**config.mk**
```make
export PLATFORM = sky130hd
export DESIGN_NAME = pll_lock_rst_seq
export DESIGN_NICKNAME = d
export VERILOG_FILES = /design/src/rtl/pll_lock_rst_seq.sv
export SDC_FILE = /design/constraint.sdc
export NUM_CORES = 1
export LEC_CHECK = 0
export ABC_AREA = 1
export CAP_MARGIN = 20
export CORE_UTILIZATION = 56
export DETAILED_ROUTE_END_ITERATION = 7
export GPL_ROUTABILITY_DRIVEN = 0
export GPL_TIMING_DRIVEN = 0
export PLACE_DENSITY = 0.79
export SLEW_MARGIN = 20
export SYNTH_ARGS = -nofsm -noshare
export SYNTH_HDL_FRONTEND = slang
export SYNTH_SLANG_ARGS = --single-unit
export TNS_END_PERCENT = 10
```
**constraint.sdc**
```tcl
create_clock -name CLK0 -period 1.95 [get_ports CLK0]
set_clock_uncertainty 0.15 [all_clocks]
set_input_delay 0.39 -clock CLK0 [delete_from_list [all_inputs] [get_ports CLK0]]
set_output_delay 0.39 -clock CLK0 [all_outputs]
set_load 0.05 [all_outputs]
```
**src/rtl/pll_lock_rst_seq.sv**
```systemverilog
// Lock-qualified reset sequencer: holds NUM_RST active-low resets until the PLL lock is
// stable, releases them in staggered order, and drops them all together on a lock loss.
module pll_lock_rst_seq #(
  parameter int SYNC_STAGES = 2,
  parameter int STABLE_CYC  = 1024,
  parameter int STAGE_GAP   = 16,
  parameter int NUM_RST     = 4,
  parameter int LOSS_FILT   = 3,
  parameter int CNT_W       = 8
) (
  input  logic               CLK0,
  input  logic               RESETN,
  input  logic               LOCK,
  input  logic               SW_RST_REQ,
  output logic [NUM_RST-1:0] RST_N_OUT,
  output logic               READY,
  output logic               LOCK_LOST,
  output logic [CNT_W-1:0]   LOSS_CNT,
  output logic [1:0]         STATE
);

  localparam int STB_W = $clog2(STABLE_CYC + 1);
  localparam int GAP_W = (STAGE_GAP > 1) ? $clog2(STAGE_GAP + 1) : 1;
  localparam int FLT_W = (LOSS_FILT > 1) ? $clog2(LOSS_FILT + 1) : 1;

  typedef enum logic [1:0] {
    S_WAIT_LOCK = 2'd0,
    S_STABLE    = 2'd1,
    S_RELEASE   = 2'd2,
    S_RUN       = 2'd3
  } state_t;

  logic [SYNC_STAGES-1:0] r_sync;
  logic                   w_lock_s;
  logic                   w_loss;
  logic                   w_armed;

  state_t             r_state,     w_state_next;
  logic [STB_W-1:0]   r_stb_cnt,   w_stb_cnt_next;
  logic [GAP_W-1:0]   r_gap_cnt,   w_gap_cnt_next;
  logic [FLT_W-1:0]   r_flt_cnt,   w_flt_cnt_next;
  logic [NUM_RST-1:0] r_rst_n,     w_rst_n_next;
  logic               r_ready,     w_ready_next;
  logic               r_lock_lost, w_lock_lost_next;
  logic [CNT_W-1:0]   r_loss_cnt,  w_loss_cnt_next;

  // LOCK is asynchronous to CLK0; only the last synchroniser stage is ever consumed.
  always_ff @(posedge CLK0) begin
    if (!RESETN) begin
      r_sync <= '0;
    end else begin
      r_sync <= {r_sync[SYNC_STAGES-2:0], LOCK};
    end
  end

  assign w_lock_s = r_sync[SYNC_STAGES-1];
  assign w_armed  = (r_state == S_RELEASE) || (r_state == S_RUN);
  // The loss fires in the cycle that observes the LOSS_FILT-th consecutive low sample.
  assign w_loss   = w_armed && !w_lock_s && (r_flt_cnt == FLT_W'(LOSS_FILT - 1));

  always_ff @(posedge CLK0) begin
    if (!RESETN) begin
      r_state     <= S_WAIT_LOCK;
      r_stb_cnt   <= '0;
      r_gap_cnt   <= '0;
      r_flt_cnt   <= '0;
      r_rst_n     <= '0;
      r_ready     <= 1'b0;
      r_lock_lost <= 1'b0;
      r_loss_cnt  <= '0;
    end else begin
      r_state     <= w_state_next;
      r_stb_cnt   <= w_stb_cnt_next;
      r_gap_cnt   <= w_gap_cnt_next;
      r_flt_cnt   <= w_flt_cnt_next;
      r_rst_n     <= w_rst_n_next;
      r_ready     <= w_ready_next;
      r_lock_lost <= w_lock_lost_next;
      r_loss_cnt  <= w_loss_cnt_next;
    end
  end

  always_comb begin
    w_state_next     = r_state;
    w_stb_cnt_next   = r_stb_cnt;
    w_gap_cnt_next   = r_gap_cnt;
    w_flt_cnt_next   = '0;
    w_rst_n_next     = r_rst_n;
    w_ready_next     = r_ready;
    w_lock_lost_next = 1'b0;
    w_loss_cnt_next  = r_loss_cnt;

    if (w_armed && !w_lock_s) begin
      w_flt_cnt_next = r_flt_cnt + FLT_W'(1);
    end

    // A lock loss outranks a simultaneous software request so the event is still counted.
    if (w_loss) begin
      w_state_next     = S_WAIT_LOCK;
      w_stb_cnt_next   = '0;
      w_gap_cnt_next   = '0;
      w_flt_cnt_next   = '0;
      w_rst_n_next     = '0;
      w_ready_next     = 1'b0;
      w_lock_lost_next = 1'b1;
      if (r_loss_cnt != {CNT_W{1'b1}}) begin
        w_loss_cnt_next = r_loss_cnt + CNT_W'(1);
      end
    end else if (SW_RST_REQ && (r_state != S_WAIT_LOCK)) begin
      w_state_next   = S_WAIT_LOCK;
      w_stb_cnt_next = '0;
      w_gap_cnt_next = '0;
      w_flt_cnt_next = '0;
      w_rst_n_next   = '0;
      w_ready_next   = 1'b0;
    end else begin
      case (r_state)
        S_WAIT_LOCK: begin
          w_rst_n_next   = '0;
          w_ready_next   = 1'b0;
          w_gap_cnt_next = '0;
          if (w_lock_s) begin
            w_state_next   = S_STABLE;
            w_stb_cnt_next = STB_W'(1);
          end
        end
        S_STABLE: begin
          if (!w_lock_s) begin
            w_state_next   = S_WAIT_LOCK;
            w_stb_cnt_next = '0;
          end else if (r_stb_cnt == STB_W'(STABLE_CYC - 1)) begin
            w_state_next   = S_RELEASE;
            w_stb_cnt_next = '0;
            w_gap_cnt_next = '0;
            w_rst_n_next   = NUM_RST'(1);
          end else begin
            w_stb_cnt_next = r_stb_cnt + STB_W'(1);
          end
        end
        S_RELEASE: begin
          if (&r_rst_n) begin
            w_state_next = S_RUN;
            w_ready_next = 1'b1;
          end else if (r_gap_cnt == GAP_W'(STAGE_GAP - 1)) begin
            // Shifting a 1 in from the bottom keeps the release order monotone.
            w_rst_n_next   = (r_rst_n << 1) | NUM_RST'(1);
            w_gap_cnt_next = '0;
          end else begin
            w_gap_cnt_next = r_gap_cnt + GAP_W'(1);
          end
        end
        S_RUN: begin
          w_rst_n_next = '1;
          w_ready_next = 1'b1;
        end
        default: begin
          w_state_next = S_WAIT_LOCK;
          w_rst_n_next = '0;
          w_ready_next = 1'b0;
        end
      endcase
    end
  end

  assign RST_N_OUT = r_rst_n;
  assign READY     = r_ready;
  assign LOCK_LOST = r_lock_lost;
  assign LOSS_CNT  = r_loss_cnt;
  assign STATE     = r_state;

endmodule

```
==> results.md <==
STA:
- The count of final setup violators is 0.
- The total negative slack for setup checks is 0 ns.
- The final count of hold timing violations was 0.
- Counting I/O delays and the setup requirement, the final critical path takes 1.87 ns.
- The worst pin sits at a relative slew slack of 64.3%.
- At the pin with the least slew margin, the transition time is 0.532 ns.
- The ratio of final minimum period to clock period is 95.8%.
- Static timing analysis puts the maximum clock frequency at 0.535 GHz.
- The final max-slew violation count is 0.
- Setup repair after global routing left no endpoint under its margin.

Placed design:
- The number of placed instances, taps included is 322.
- The placed standard-cell area is 2260 um^2.
- In this run the tool buffered the top-level ports with 19 buffer cells.
- Detailed placement ended at an HPWL of 2770 um.

Yosys:
- Yosys mapped a number of flops with a built-in enable equal to 0.
- The commonest register cell after synthesis is dfxtp_1.
- Summing the areas of all fa, ha and maj instances in the mapped netlist gives 5.59% of the synthesized area.
- In the synthesized netlist, the number of instances is 257.
- The number of synthesis warnings is 0.
- The summed instance area of the synthesized netlist is 2010 um^2.
- The sequential cell area fraction in the yosys report is 35.8%.
- Counting flops and latches in the post-synthesis netlist gives 36.
- The number of different library cells used by synthesis comes to 37.
- The average instance in the mapped netlist occupies 7.83 um^2.
- The xor and xnor fraction of the mapped netlist area is 3.92%.
- In the synthesized netlist the async set-or-reset flop fraction comes to 0%.
- Synthesis produced a netlist with a net count of 270.
- The synthesized netlist devotes 12.6% of its cell area to compound gates.
- After synthesis, the share of cell area in mux cells is 0%.
- After synthesis, the largest family of logic cells by area is simple AND/OR/NAND/NOR gates.
- The area fraction in and, or, nand and nor cells after synthesis is 35.6%.

Detailed routing:
- The met2 wirelength from detailed routing is 1620 um.
- After detailed routing, the wire length on met1 is 1930 um.
- After detailed routing, no signal wire sits above met4.
- The number of design rule violations left after detail routing is 0.
- The routed layout has 1,660 vias.
- The number of nets with antenna violations after routing is 0.
- The pre-antenna-repair detailed-routing pass consisted of 4 iterations.
- The detailed route wirelength on metal3 is 134 um.
- After detailed routing, the number of vias per cell comes to 5.03.
- The routed wirelength normalized by instance count is 11.3 um.
- The overall routed net length is 3730 um.
- The number of violations reported at the end of detailed-routing iteration 0 is 102.

Die:
- The horizontal die dimension is 62.0 um.
- Pin placement for this block handled 20 I/O pins.
- After floorplanning, the core was divided into 21 placement rows.
- The starting density of the core is 59.4%.
- In this run the vertical extent of the chip is 62.0 um.
- The die covers 3840 um^2.
- The core outline area is 3390 um^2.

Critical path:
- The data arrival time at the worst-slack endpoint is 1.33 ns.
- The path type of the worst setup path is reg -> out.
- The largest single stage delay on the critical path is 0.56 ns.
- The highest net fanout along the worst path is 5.
- Data on the critical path is required at its endpoint by 1.41 ns.
- The worst reg-to-reg path cell count is 10.
- The standard cell with the maximum stage delay on the critical path is dlygate4sd2_1.
- The signal on the critical path passes through dlygate4sd2_1.
- The dominant delay contributor by cell family on the critical path is buffers and inverters.
- STA classifies the critical path startpoint as a flip-flop.
- Counting both buffers and inverters, the worst setup path holds a total of 1.
- In this run the number of cells on the critical path is 1.
- The endpoint type of the worst setup path is an output port.

Worst hold path:
- The path type of the worst min-delay path is reg -> reg.
- Along the worst hold path, the cell count comes to 1.

Global route:
- The number of antenna violations at the first check in global routing was 0.
- The total overflow reported by the global router is 0.
- The first global-routing pass estimated 6110 um of wire.
- Entering global routing, the biggest net connects 11 pins.
- Global routing consumed, over all layers together, 22.3% of the routing resources.
- The number of global-route vias before repair was 1,391.

Pwr:
- The total power density per cell area is 642 nW/um^2.
- The analysis attributes to cell leakage a power of 0.969 nW.
- The peak supply drop is 457 uV.

Finish:
- The layout has 279 filler cells.
- The area overhead of the layout relative to synthesis is 14.7%.
- 0 antenna diodes ended up in the layout.
- Summing all non-filler instances in the final layout gives an area of 2310 um^2.
- The library cells used most frequently in the layout, excluding fill and tap cells, are nand2_1, dfxtp_1, nor2_1.
- The commonest non-fill, non-tap cell in the layout is nand2_1.
- The non-filler instance count after layout is 330.
- The ratio of cells with drive above 1 in the final layout is 20.1%.
- The post-layout net count is 296.

Clocking:
- After clock tree synthesis, the setup repair step added 0 buffers.
- The clock tree from TritonCTS is done.
- The number of sinks handled by clock tree synthesis is 36.
- In this run the number of H-tree levels came out at 2.
- After clock tree synthesis, the clock-pin slew on the worst setup and hold paths is 0.10 ns.
- For the worst-skew pair, the clock arrives at the later sink with an insertion delay of 0.34 ns.
- The number of clock buffers added by TritonCTS is 5.
- The root buffer cell is clkbuf_4.
- The deepest clock path buffer count is 2.

Outcome:
- The flow ran to the end, and the final reports show no timing, DRC or antenna violations.

Job:
- The max capacitance violation total is 0.
## where the power goes
group          total, W  switching [W]  internal [W]
registers      0.000783      0.0000236      0.000759
logic          0.000282       0.000193     0.0000887
clock network  0.000416       0.000238      0.000178
total           0.00148       0.000455       0.00103
## what timing repair did
item | in CTS | in global routing
gates resized for setup | 16 | 2
endpoints found under the hold margin | 0 | 0
hold buffers | 0 | 0
setup endpoints to repair | 16 | 5
cloned | 0 | 0
## logic make-up (layout without fill, tap and decap cells)
family	Yosys count	after routing
XOR/XNOR	9	9
flip-flops	36	36
buffers and inverters	29	56
AO/OA/AOI/OAI	36	36
AND/OR/NAND/NOR	138	138
adder cells (fa/ha/maj)	9	9
## registers in the layout, summed over array words and instances, names as in the netlist
| signal | count |
|---|---|
| LOCK_LOST | 1 |
| LOSS_CNT | 8 |
| READY | 1 |
| RST_N_OUT | 4 |
| STATE | 2 |
| r_flt_cnt | 2 |
| r_gap_cnt | 5 |
| r_stb_cnt | 11 |
| r_sync | 2 |
## final timing paths
kind                start           end  slack, ns
max reg2reg      STATE[0]  r_stb_cnt[3]       0.14
min          r_flt_cnt[0]  r_flt_cnt[0]       0.27
min reg2reg  r_flt_cnt[0]  r_flt_cnt[0]       0.27
max           LOSS_CNT[6]   LOSS_CNT[6]       0.08
## layout make-up
class	count	area, um^2	share of cell area [%]
Timing Repair Buffer	19	171	7.43
Sequential cell	36	723	31.3
Clock buffer	8	58.8	2.55
Inverter	27	109	4.72
Tap cell	46	57.6	2.49
Multi-Input combinational cell	192	1170	50.5
Buffer	2	22.5	0.976
## synth_stat cells, types with 2 or more instances
library cell	number	share of area, %
nand2_1	56	10
dfxtp_1	36	36
nor2_1	28	5.2
inv_1	20	3.7
a21oi_1	15	3.7
nand3_1	11	2.7
ha_1	9	5.6
a21oi_2	8	3.5
nand4_1	8	2.5
nand2_2	7	2.2
nor2_2	7	2.2
xor2_1	7	3.0
o21ai_1	6	1.5
inv_2	4	0.75
nand2_4	4	2.2
nand3_2	3	1.5
nor2_4	3	1.7
nor3_1	3	0.75
a21oi_4	2	1.6
buf_6	2	1.1
xnor2_1	2	0.87
## through the flow
stage	worst slack [ns]	hold slack (ns)	utilization [%]	total power (W)
after floorplan	0.0163	0.240	-	0.00102
after global placement	-0.0497	0.252	66.8	0.00108
after detailed placement	-0.0698	0.262	66.8	0.00109
after CTS	0.0565	0.276	67.9	0.00150
after global routing	0.00614	0.311	68.1	0.00157
final	0.0812	0.273	68.1	0.00148
## metal layers
metal / track usage (%) / vias to the layer above
met5: 0 / -
met4: 9.52 / 0
met3: 6.21 / 6
met2: 33.9 / 25
met1: 29.5 / 739
li1: - / 890
Power figures use the tool's default switching activity.
==> RTL edit: new RTL, same settings <==
Change the parameter `STAGE_GAP` from 16 to 32.
--- a/src/rtl/pll_lock_rst_seq.sv
+++ b/src/rtl/pll_lock_rst_seq.sv
@@ -3,7 +3,7 @@
 module pll_lock_rst_seq #(
   parameter int SYNC_STAGES = 2,
   parameter int STABLE_CYC  = 1024,
-  parameter int STAGE_GAP   = 16,
+  parameter int STAGE_GAP   = 32,
   parameter int NUM_RST     = 4,
   parameter int LOSS_FILT   = 3,
   parameter int CNT_W       = 8
Check against the original RTL: same outputs for any inputs over 10 cycles, from zero or initial values and one cycle with RESETN low; that may be too few to reach the edited logic, so the function may still have changed.
==> RTL edit against the unedited design <==
- setup slack got worse by 0.031 ns
- critical path depth unchanged
- sequential cell count increased by 1
- hold slack got worse by 0.0022 ns
- routed wire length increased by 5.9%
- final area increased by 0.22%
- synthesized area decreased by 2.4%
- synthesized cell count increased by 8.6%
- count of clock-buffer cells in the layout decreased by 1
- highest routed layer unchanged
Power is not compared: it rests on default switching activity, and its combinational part moved more than twofold at a synthesized area within 25%.
==> RTL edit: results (changes against the unedited design) <==
Synth
  • XOR/XNOR share of the synthesized area: 2.67% (was 3.92%)
  • Mux cell area share after synthesis: 0% (unchanged)
  • Post-Syn Nets: 292 (was 270)
  • Post-synth top cells: nand2_1, dfxtp_1, nor2_1, inv_1, a21oi_1 (unchanged)
  • Area contributors post-synth: dfxtp_1, nand2_1, nor2_1, inv_1, ha_1 (was dfxtp_1, nand2_1, ha_1, nor2_1, a21oi_1)
  • Distinct cells, synth: 29 (was 37)
  • Seq/Total Area, Yosys: 37.7% (was 35.8%)
  • Compound-cell area share of the yosys netlist: 10.7% (was 12.6%)

Global route
  • Largest net degree at the start of global routing: 12 (was 11)
  • Vias in the first global route: 1510 (was 1391)
  • First-pass GRT wire length: 6320 µm (was 6110 µm)
  • GRT Overall Usage: 23.2% (was 22.3%)

Placed design
  • Post-DP HPWL: 2840 µm (was 2770 µm)
  • Placement-stage cell area: 2220 µm² (was 2260 µm²)

Route
  • Met2 Wirelength: 1770 µm (was 1620 µm)
  • DR WL met3: 122 µm (was 134 µm)
  • WL/cell: 11.2 µm (was 11.3 µm)
  • M1 WL: 1970 µm (was 1930 µm)
  • DRT iter0 DRCs: 131 (was 102)
  • Vias: 1802 (was 1660)

Finish
  • Final net count: 319 (was 296)
  • Non-filler cells, final: 353 (was 330)

Run status
  • Status: complete, no violations (unchanged)

Worst setup path
  • Crit-path max FO: 5 (unchanged)
  • Reg2reg path depth: 9 (was 10)
  • Worst r2r dst: r_gap_cnt[0] (was r_stb_cnt[3])

Worst hold path
  • Hold WC Path Type: flop to flop (unchanged)
-- RTL edit: metal layers --
metal	track usage, %	up-vias
met3	4.41	8
met2	37.3	28
met5	0	-
met1	29.4	812
met4	12.7	0
li1	-	954
-- RTL edit: final cells by class --
type / instances / area [µm²]
Inverter: 33 / 126
Tap cell: 46 / 57.6
Clock buffer: 7 / 55.1
Fill cell: 305 / 1020
Clock inverter: 1 / 30.0
Multi-Input combinational cell: 206 / 1100
Buffer: 3 / 23.8
Timing Repair Buffer: 20 / 178
Sequential cell: 37 / 746
-- RTL edit: through the flow --
stage                     hold slack, ns  setup slack, ns  TNS [ns]
final                              0.271           0.0506         0
after detailed placement           0.249           -0.232     -1.59
after CTS                          0.269           0.0424         0
after global placement             0.246           -0.210     -1.33
after floorplan                    0.240           0.0740         0
after global routing               0.290          -0.0356   -0.0777
-- RTL edit: timing repair --
action,4_1_cts,5_1_grt
setup endpoints to repair,16,8
setup buffers,0,1
gates resized for setup,16,8
pin swaps,0,1
hold endpoints to repair,0,0
